[config.mk]
export PLATFORM = sky130hd
export DESIGN_NAME = pcap_replay_rd_sequencer_flat
export DESIGN_NICKNAME = d
export VERILOG_FILES = /design/src/rtl/pcap_replay_rd_sequencer_if.sv /design/src/rtl/pcap_replay_rd_sequencer.sv /design/src/flat_wrapper.sv
export SDC_FILE = /design/constraint.sdc
export NUM_CORES = 1
export LEC_CHECK = 0
export BUFFER_PORTS_ARGS = -buffer_cell sky130_fd_sc_hd__buf_2
export CELL_PAD_IN_SITES_DETAIL_PLACEMENT = 1
export CELL_PAD_IN_SITES_GLOBAL_PLACEMENT = 1
export CORE_MARGIN = 2
export CORE_UTILIZATION = 28
export CTS_BUF_LIST = sky130_fd_sc_hd__clkbuf_8
export DETAILED_ROUTE_END_ITERATION = 8
export MAX_ROUTING_LAYER = met4
export PLACE_DENSITY_LB_ADDON = 0.1
export SYNTH_ARGS = -nofsm -noshare
export SYNTH_HDL_FRONTEND = slang
export SYNTH_SLANG_ARGS = --single-unit
[constraint.sdc]
create_clock -name axi_aclk -period 5.65 [get_ports axi_aclk]
set_input_delay 0.8475 -clock axi_aclk [delete_from_list [all_inputs] [get_ports axi_aclk]]
set_output_delay 0.8475 -clock axi_aclk [all_outputs]
set_load 0.03 [all_outputs]
[src/rtl/pcap_replay_rd_sequencer_if.sv]
// Read-request / read-return bundle between the replay read sequencer and the
// QDR user read port. The sequencer is the master: it drives the requests and
// observes the acceptance and the returned-burst pulses.
interface pcap_replay_rd_sequencer_if #(
  parameter int unsigned QDR_ADDR_WIDTH = 19
) ();

  logic                      rd_req_valid;
  logic [QDR_ADDR_WIDTH-1:0] rd_req_addr;
  logic                      rd_req_ready;
  logic                      rd_data_valid;

  modport master (
    output rd_req_valid,
    output rd_req_addr,
    input  rd_req_ready,
    input  rd_data_valid
  );

  modport slave (
    input  rd_req_valid,
    input  rd_req_addr,
    output rd_req_ready,
    output rd_data_valid
  );

endinterface

[src/rtl/pcap_replay_rd_sequencer.sv]
// pcap replay read sequencer.
// Walks the packet image in the QDR store from address 0 up to an exclusive
// end address, once per pass, for replay_count passes (0 = run until start
// drops). The number of accepted-but-unreturned bursts is capped so that the
// returned data can never overrun the egress FIFO.
module pcap_replay_rd_sequencer #(
  parameter int unsigned QDR_ADDR_WIDTH     = 19,
  parameter int unsigned REPLAY_COUNT_WIDTH = 32,
  parameter int unsigned ADDR_STEP          = 1,
  parameter int unsigned MAX_OUTSTANDING    = 8
) (
  input  logic                                axi_aclk,
  input  logic                                axi_aresetn,
  input  logic                                sw_rst,
  input  logic                                start_replay,
  input  logic [QDR_ADDR_WIDTH-1:0]           mem_addr_high,
  input  logic [REPLAY_COUNT_WIDTH-1:0]       replay_count,
  pcap_replay_rd_sequencer_if.master          rd_if,
  output logic                                replay_busy,
  output logic                                replay_done,
  output logic [REPLAY_COUNT_WIDTH-1:0]       loop_count,
  output logic [$clog2(MAX_OUTSTANDING):0]    rd_outstanding,
  output logic                                rd_err
);

  localparam int unsigned AW = QDR_ADDR_WIDTH;
  localparam int unsigned RW = REPLAY_COUNT_WIDTH;
  localparam int unsigned OW = $clog2(MAX_OUTSTANDING) + 1;

  localparam logic [OW-1:0] MAX_OUT  = OW'(MAX_OUTSTANDING);
  localparam logic [AW:0]   STEP_EXT = (AW+1)'(ADDR_STEP);

  typedef enum logic [1:0] {
    IDLE,
    ISSUE,
    DRAIN,
    DONE
  } state_t;

  state_t          state;
  state_t          state_nxt;

  logic            start_prev;
  logic            start_edge;
  logic            take_start;

  logic [AW-1:0]   end_addr;
  logic [RW-1:0]   pass_cnt;
  logic [AW-1:0]   addr;
  logic [AW:0]     addr_inc;
  logic            pass_end;
  logic            last_pass;

  logic            credit;
  logic            req_valid;
  logic            hs;
  logic            spurious;

  // Previous start level; deliberately not reset so that it always holds the
  // level sampled on the last clock, including during reset. A level that is
  // already high when reset releases therefore never looks like an edge.
  always_ff @(posedge axi_aclk) begin
    start_prev <= start_replay;
  end

  assign start_edge = start_replay && !start_prev;

  // Next address is formed one bit wider so the end-of-pass compare never
  // sees a wrapped value.
  assign addr_inc  = {1'b0, addr} + STEP_EXT;
  assign pass_end  = (addr_inc >= {1'b0, end_addr});
  assign last_pass = (pass_cnt != '0) && ((loop_count + RW'(1)) == pass_cnt);

  assign credit    = (rd_outstanding < MAX_OUT);
  assign spurious  = rd_if.rd_data_valid && (rd_outstanding == '0);

  assign rd_if.rd_req_valid = req_valid;
  assign rd_if.rd_req_addr  = addr;

  // FSM state register.
  always_ff @(posedge axi_aclk or negedge axi_aresetn) begin
    if (!axi_aresetn) begin
      state <= IDLE;
    end else if (sw_rst) begin
      state <= IDLE;
    end else begin
      state <= state_nxt;
    end
  end

  // FSM next-state, request handshake and status outputs.
  always_comb begin
    state_nxt   = state;
    req_valid   = 1'b0;
    hs          = 1'b0;
    take_start  = 1'b0;
    replay_busy = (state != IDLE);
    replay_done = (state == DONE);

    unique case (state)
      IDLE: begin
        if (start_edge) begin
          take_start = 1'b1;
          state_nxt  = (mem_addr_high == '0) ? DONE : ISSUE;
        end
      end

      ISSUE: begin
        // sw_rst drops the request in the same cycle; the QDR side is being
        // reset alongside, so no handshake can complete under it.
        req_valid = credit && !sw_rst;
        hs        = req_valid && rd_if.rd_req_ready;
        if (hs && pass_end && last_pass) begin
          state_nxt = DRAIN;
        end else if (!start_replay && (!req_valid || hs)) begin
          // Abort only when no request is pending, so one is never withdrawn.
          state_nxt = DRAIN;
        end
      end

      DRAIN: begin
        if (rd_outstanding == '0) begin
          state_nxt = DONE;
        end
      end

      DONE: begin
        state_nxt = IDLE;
      end

      default: begin
        state_nxt = IDLE;
      end
    endcase
  end

  // Replay configuration latch, address walk, pass counter, in-flight
  // counter and sticky return error.
  always_ff @(posedge axi_aclk or negedge axi_aresetn) begin
    if (!axi_aresetn) begin
      end_addr       <= '0;
      pass_cnt       <= '0;
      addr           <= '0;
      loop_count     <= '0;
      rd_outstanding <= '0;
      rd_err         <= 1'b0;
    end else if (sw_rst) begin
      end_addr       <= '0;
      pass_cnt       <= '0;
      addr           <= '0;
      loop_count     <= '0;
      rd_outstanding <= '0;
      rd_err         <= 1'b0;
    end else begin
      if (take_start) begin
        end_addr   <= mem_addr_high;
        pass_cnt   <= replay_count;
        addr       <= '0;
        loop_count <= '0;
      end else if (hs) begin
        if (pass_end) begin
          addr       <= '0;
          loop_count <= loop_count + RW'(1);
        end else begin
          addr <= addr_inc[AW-1:0];
        end
      end

      if (hs && !rd_if.rd_data_valid) begin
        rd_outstanding <= rd_outstanding + OW'(1);
      end else if (!hs && rd_if.rd_data_valid && (rd_outstanding != '0)) begin
        rd_outstanding <= rd_outstanding - OW'(1);
      end

      rd_err <= (take_start ? 1'b0 : rd_err) | spurious;
    end
  end

endmodule

[src/flat_wrapper.sv]
// flat-port wrapper written by rule: the top's interface ports become plain ports
module pcap_replay_rd_sequencer_flat 
#(
  parameter int unsigned QDR_ADDR_WIDTH     = 19,
  parameter int unsigned REPLAY_COUNT_WIDTH = 32,
  parameter int unsigned ADDR_STEP          = 1,
  parameter int unsigned MAX_OUTSTANDING    = 8
)
  (axi_aclk, axi_aresetn, sw_rst, start_replay, mem_addr_high, replay_count, replay_busy, replay_done, loop_count, rd_outstanding, rd_err, rd_if_rd_req_valid, rd_if_rd_req_addr, rd_if_rd_req_ready, rd_if_rd_data_valid);
  pcap_replay_rd_sequencer_if #(.QDR_ADDR_WIDTH(QDR_ADDR_WIDTH)) rd_if_i ();
  input  logic axi_aclk;
  input  logic axi_aresetn;
  input  logic sw_rst;
  input  logic start_replay;
  input  logic [QDR_ADDR_WIDTH-1:0] mem_addr_high;
  input  logic [REPLAY_COUNT_WIDTH-1:0] replay_count;
  output logic replay_busy;
  output logic replay_done;
  output logic [REPLAY_COUNT_WIDTH-1:0] loop_count;
  output logic [$clog2(MAX_OUTSTANDING):0] rd_outstanding;
  output logic rd_err;
  output wire logic [$bits(rd_if_i.rd_req_valid)-1:0] rd_if_rd_req_valid;
  output wire logic [$bits(rd_if_i.rd_req_addr)-1:0] rd_if_rd_req_addr;
  input wire logic [$bits(rd_if_i.rd_req_ready)-1:0] rd_if_rd_req_ready;
  input wire logic [$bits(rd_if_i.rd_data_valid)-1:0] rd_if_rd_data_valid;
  assign rd_if_rd_req_valid = rd_if_i.rd_req_valid;
  assign rd_if_rd_req_addr = rd_if_i.rd_req_addr;
  assign rd_if_i.rd_req_ready = rd_if_rd_req_ready;
  assign rd_if_i.rd_data_valid = rd_if_rd_data_valid;
  pcap_replay_rd_sequencer #(.QDR_ADDR_WIDTH(QDR_ADDR_WIDTH), .REPLAY_COUNT_WIDTH(REPLAY_COUNT_WIDTH), .ADDR_STEP(ADDR_STEP), .MAX_OUTSTANDING(MAX_OUTSTANDING)) u_core (.axi_aclk(axi_aclk), .axi_aresetn(axi_aresetn), .sw_rst(sw_rst), .start_replay(start_replay), .mem_addr_high(mem_addr_high), .replay_count(replay_count), .rd_if(rd_if_i), .replay_busy(replay_busy), .replay_done(replay_done), .loop_count(loop_count), .rd_outstanding(rd_outstanding), .rd_err(rd_err));
endmodule
# Word level (Yosys, flattened, before mapping)
# Index checks and enable logic that the tools add are counted.
word_totals:
  ff_bits: 110
  out_inout_bits: 59
  in_bits: 57
  word_cells: 80
op_classes:
  mux: 28
  n_eq_ne: 7
  order_cmp: 2
  bitwise_logic: 1
  addsub: 4
  n_reduce_logical: 30
op_table:
  columns: ["op", "n"]
  rows:
  - ["$mux W32", 6]
  - ["$mux W19", 6]
  - ["$add A32 B1 Y32 const B", 1]
  - ["$eq A32 B32 Y1", 1]
  - ["$reduce_bool A32 Y1", 1]
  - ["$add A19 B1 Y20 const B", 1]
  - ["$ge A20 B19 Y1", 1]
  - ["$logic_not A19 Y1", 1]
  - ["$mux W2", 6]
  - ["$mux W4", 3]
  - ["$logic_and A1 B1 Y1", 11]
  - ["$reduce_bool A3 Y1", 3]
  - ["$pmux W2 S4", 1]
  - ["$logic_not A1 Y1", 6]
  - ["$mux W1", 6]
  - ["$ne A3 B2 Y1 const B", 2]
  - ["$add A4 B1 Y4 const B", 1]
  - ["$eq A2 B2 Y1 const B", 2]
  - ["$logic_not A4 Y1", 1]
  - ["$lt A4 B4 Y1 const B", 1]
  - ["$ne A4 B2 Y1 const B", 1]
  - ["$reduce_bool A2 Y1", 2]
  - ["$reduce_bool A4 Y1", 1]
  - ["$sub A4 B1 Y4 const B", 1]
  - ["6 further kinds", 6]

# Longest topological paths before layout
depth:
  ltp_word: 10
  mapped_depth: 18
  depth_no_buf: 17

# Worst setup path before layout
# Ideal clock, no wire load.
synth_timing:
  path_type: "register to register"
  start: "reg u_core.addr[0], in the netlist u_core.rd_if.rd_req_addr[0]"
  end: "reg u_core.addr[2], in the netlist u_core.rd_if.rd_req_addr[2]"
  path_stages_with_launch: 18
  arrival_time_ps: 3637
  n_path_buf: 2
  setup_slack_ps: 1947
  required_ps: 5583
  setup_ps: 67
  synth_period_minus_slack_ps: 3703
  cell_sequence: "dfrtp_1 > ha_1 > nand3_1 > nor2_1 > and4_1 > and2_1 > inv_1 > nor2_1 > xor2_1 > ha_1 > nand3_1 > nor2_1 > a221oi_1 > o21a_1 > and3_1 > clkbuf_1 > buf_1 > a22o_1"
synth_between:
  elab_chain_cells: 6
synth_rtl:
  columns: ["item", "line", "text"]
  rows:
  - ["start, declared", "pcap_replay_rd_sequencer.sv:49", "logic [AW-1:0] addr;"]
  - ["start signal, assigned", "pcap_replay_rd_sequencer.sv:165", "addr <= addr_inc[AW-1:0];"]
  - ["$add A19 B1 Y20 *", "pcap_replay_rd_sequencer.sv:70", "assign addr_inc = {1'b0, addr} + STEP_EXT;"]
  - ["$ge A20 B19 Y1", "pcap_replay_rd_sequencer.sv:71", "assign pass_end = (addr_inc >= {1'b0, end_addr});"]
  - ["$mux W19 *", "pcap_replay_rd_sequencer.sv:161", "if (pass_end) begin"]
  - ["$mux W19 *", "pcap_replay_rd_sequencer.sv:160", "end else if (hs) begin"]
  - ["$mux W19 *", "pcap_replay_rd_sequencer.sv:155", "if (take_start) begin"]
  - ["$mux W19 *", "pcap_replay_rd_sequencer.sv:147", "end else if (sw_rst) begin"]
# Mark *: on every way between the ends. The rest lies on a longest branch, timed or not. The select of a mux whose other input is x is not followed.
# A chain may end at the register's enable or synchronous reset.

# Worst setup path in the final report
layout_timing:
  start: "reg u_core.addr[0], in the netlist u_core.rd_if.rd_req_addr[0]"
  end: "reg u_core.loop_count[31]"
layout_between:
  elab_chain_cells: 4
layout_rtl:
  columns: ["item", "line", "text"]
  rows:
  - ["$add A19 B1 Y20", "pcap_replay_rd_sequencer.sv:70", null]
  - ["$ge A20 B19 Y1", "pcap_replay_rd_sequencer.sv:71", null]
  - ["$reduce_bool A3 Y1 (no source line)", null, null]
  - ["$reduce_and A2 Y1 (no source line)", null, null]
  - ["end signal, assigned", "pcap_replay_rd_sequencer.sv:163", "loop_count <= loop_count + RW'(1);"]
  - ["end, declared", "pcap_replay_rd_sequencer.sv:21", "output logic [REPLAY_COUNT_WIDTH-1:0] loop_count,"]
# No other way between the ends.

==> results by group <==
GRT
  – Remaining global-route overflow: 0
  – Antenna violations before repair: 0
  – Vias in the first global route: about 6000
  – Tot GR Track Use: 0.183
  – Largest net degree at the start of global routing: 69
  – First-pass GRT wire length: about 34000 um

Worst setup path
  – Worst path most repeated cell: nor2_1
  – Crit. End Element: register
  – Worst Setup Start Kind: register
  – CP Class: reg2reg
  – Arr. time, crit path: around 4.6 ns
  – Crit path max fanout: 31
  – CP peak stage delay: approximately 0.83 ns
  – RR Endpoint: u_core.loop_count[31]$_DFFE_PN0P_
  – CP cell instances: ha_1 > nand3_1 > nor2_1 > and4_1 > and2_1 > inv_1 > nor2_1 > xor2_1 > ha_1 > nand3_1 > nor4_1 > a32oi_1 > a21oi_4 > nand4_1 > xor2_1 > nor2_1
  – R2r worst-path depth: 16
  – FF-to-FF Start: u_core.rd_if.rd_req_addr[0]$_DFFE_PN0P_
  – Required time worst endpoint: 5.92 ns
  – Reg-to-reg slack, setup: approximately 1.3 ns
  – Critical path's slowest cell: a21oi_4

Yosys
  – Async SR Flop Fraction: 0.991
  – Count of different cell masters after synthesis: a little over 60
  – #FFs+latches synth: 110
  – Largest area contributor in the netlist: dfrtp_1
  – Mapped Avg Cell Area: ~9.5 um^2
  – Seq/Total Area, Yosys: 0.417
  – Top cells by count, synth: dfrtp_1 (109), nor2_1 (64), nand2_1 (59)
  – Mapped Cells: around 700
  – Yosys warns: 0
  – Synth Net Count: a little under 800
  – Top cells by area, synth: dfrtp_1 (41%), xor2_1 (6.9%), a22o_1 (6.4%), ha_1 (5.3%), xnor2_1 (5.0%)
  – Ys flop type: dfrtp_1
  – Cell Area, Synth: 6590 um^2
  – Post-synth EDFFs: 0
  – Post-synth top area share: 0.414
  – Most common cell in the netlist: dfrtp_1

Clock tree
  – H-Tree Depth: 3
  – CTS sink count: between 100 and 150
  – Hold_buf cts: 0
  – Num CTS Buffers: 9
  – Reg clk slew, reported paths: ~0.12 ns
  – Longest Clk Path Bufs: 2
  – Postcts setup bufs: 0
  – Worst-Skew Late Latency: 0.40 ns
  – Root buffer cell: clkbuf_8
  – CTS tree: done
  – CTS resizes: 0

Place
  – Dpl cells: roughly 1100
  – Count of buffers from port buffering: roughly 120
  – Placed wire-length estimate: around 16000 um
  – Gpl congestion: between 0.8 and 0.9

Routing
  – Antenna-violating nets left: 0
  – Vias/cell: 5.08
  – Via count: 5656
  – Number of iterations in the first detailed-routing pass: 4
  – # DRC: 0
  – Routed len/inst: around 19 um
  – DRT iter0 DRCs: 210
  – Total wire length: between 20000 and 25000 um

STA
  – Slew margin rel.: 0.364
  – Final hold violations: 0
  – Slew @ Worst Pin: 0.948 ns
  – Max Slew Vio Count: 0
  – Setup Skew: 0.0141 ns
  – Fin crit share: 0.762
  – TNS Setup: 0 ns
  – Crit path time final: 4.30 ns
  – Final setup viols: 0
  – Fmax: 0.232 GHz
  – RSZ-0062 raised after global routing: no

Pwr
  – Power Dens Cells: ~260 nW/um^2
  – Pleak: roughly 0.0036 uW
  – VDD IR-drop max: 0.000205 V

Floorplanning
  – Die height: 157 um
  – Row cnt: 56
  – I/O pins: 116
  – Core footprint: between 20000 and 25000 um^2
  – Die area: around 25000 um^2
  – Initial core utilization: 0.283
  – DIE WIDTH: ~160 um

Cells and area
  – Reg area: roughly 2700 um^2
  – Final Non-Filler Cells: approximately 1100
  – N_diodes: 0
  – Multi-input logic area: around 3600 um^2
  – Area added between synthesis and finish: 16.0%
  – Nets: between 800 and 900
  – Fillers: between 2000 and 3000
  – Share of layout cells above drive strength 1: 0.188

Run status
  – Outcome: finished, final reports clean

Run
  – Max-cap violations: 0

Min path
  – Worst Hold End: u_core.rd_err$_DFF_PN0_
  – Worst hold path class: reg2reg
  – Hold Path Origin: u_core.rd_err$_DFF_PN0_
  – WHS Path Cells: 2
==> power by group <==
part           internal (uW)  switching (uW)  total (uW)
combinational            188             334         522
sequential               846            65.4         911
clock                    220             308         528
total                   1250             708        1960
==> worst max-delay path: cells and delay by family (launching register included) <==
kind	cells	cell delay, ns
compound gates	2	1.06
xor+xnor	2	0.46
simple gates	9	1.70
fa+ha+maj	2	0.40
flops	1	0.46
buf+inv	1	0.07
==> metrics by stage <==
stage / setup WS, ns / hold WS, ns / util / total power (uW) / instance area [um^2]
global route: 0.858 / 0.574 / 0.329 / 2080 / 7640
CTS: 1.30 / 0.518 / 0.329 / 1990 / 7640
detailed placement: 1.36 / 0.477 / 0.320 / 1450 / 7430
finish: 1.35 / 0.509 / 0.329 / 1960 / 7640
global placement: 1.48 / 0.483 / 0.320 / 1440 / 7430
floorplan: 1.95 / 0.477 / - / 1250 / 6590
==> logic make-up (layout without fill, tap and decap cells) <==
family	after synthesis	count (layout)	share of synthesized area
DFF	110	110	0.417
muxes	11	11	0.0173
xor gates and xnor gates	90	90	0.120
buffers and inverters	68	166	0.0471
AOI/OAI and AO/OA	126	126	0.140
and+or+nand+nor	262	262	0.203
adders and majority gates	29	29	0.0562
==> worst max path at each step <==
stage                                       startpoint                                        to  slack, ns  cells past startpoint
4_1_cts        u_core.rd_if.rd_req_addr[0]$_DFFE_PN0P_         u_core.loop_count[28]$_DFFE_PN0P_       1.30                     16
3_3_place_gp   u_core.rd_if.rd_req_addr[0]$_DFFE_PN0P_         u_core.loop_count[27]$_DFFE_PN0P_       1.48                     16
2_1_floorplan  u_core.rd_if.rd_req_addr[0]$_DFFE_PN0P_   u_core.rd_if.rd_req_addr[2]$_DFFE_PN0P_       1.95                     17
3_5_place_dp   u_core.rd_if.rd_req_addr[0]$_DFFE_PN0P_         u_core.loop_count[28]$_DFFE_PN0P_       1.36                     16
6_report       u_core.rd_if.rd_req_addr[0]$_DFFE_PN0P_         u_core.loop_count[31]$_DFFE_PN0P_       1.35                     16
5_1_grt        u_core.rd_if.rd_req_addr[0]$_DFFE_PN0P_  u_core.rd_if.rd_req_addr[11]$_DFFE_PN0P_       0.86                     17
==> cells in the final DEF, fill, tap and decap left out, drive strengths merged, types with 3 or more instances in the layout <==
master and n:
o21ai 27, nor3 12, and2 8, mux2 3
a31oi 4, clkinv 3, nand3 26, a22o 48
mux2i 8, ha 28, buf 121, and3 13
a21o 4, or3 5, a211oi 3, nor2 64
nand4 38, xor2 52, a21oi 15, and4 7
nor4 20, nand2 59, dfrtp 109, clkbuf 10
inv 29, or4 3, xnor2 38
==> layout make-up <==
cell class | count | share of cell area
inverters | 29 | 0.0142
repair buffers | 121 | 0.0815
flip-flops and latches | 110 | 0.359
multi-input cells | 518 | 0.465
clock inverters | 6 | 0.00933
clock buffers | 10 | 0.0180
well taps | 319 | 0.0522
==> flip-flops by register name (all words and copies together) (netlist names) <==
register,count
u_core.state,2
u_core.start_prev,1
u_core.rd_err,1
u_core.rd_if.rd_req_addr,19
u_core.rd_outstanding,4
u_core.pass_cnt,32
u_core.loop_count,32
u_core.end_addr,19
==> layer usage <==
metal  share of wire  track usage
met1            0.51        0.265
met4           0.012       0.0442
met2            0.44        0.272
met5               0            -
met3           0.037       0.0226
(Power assumes the default switching activity.)
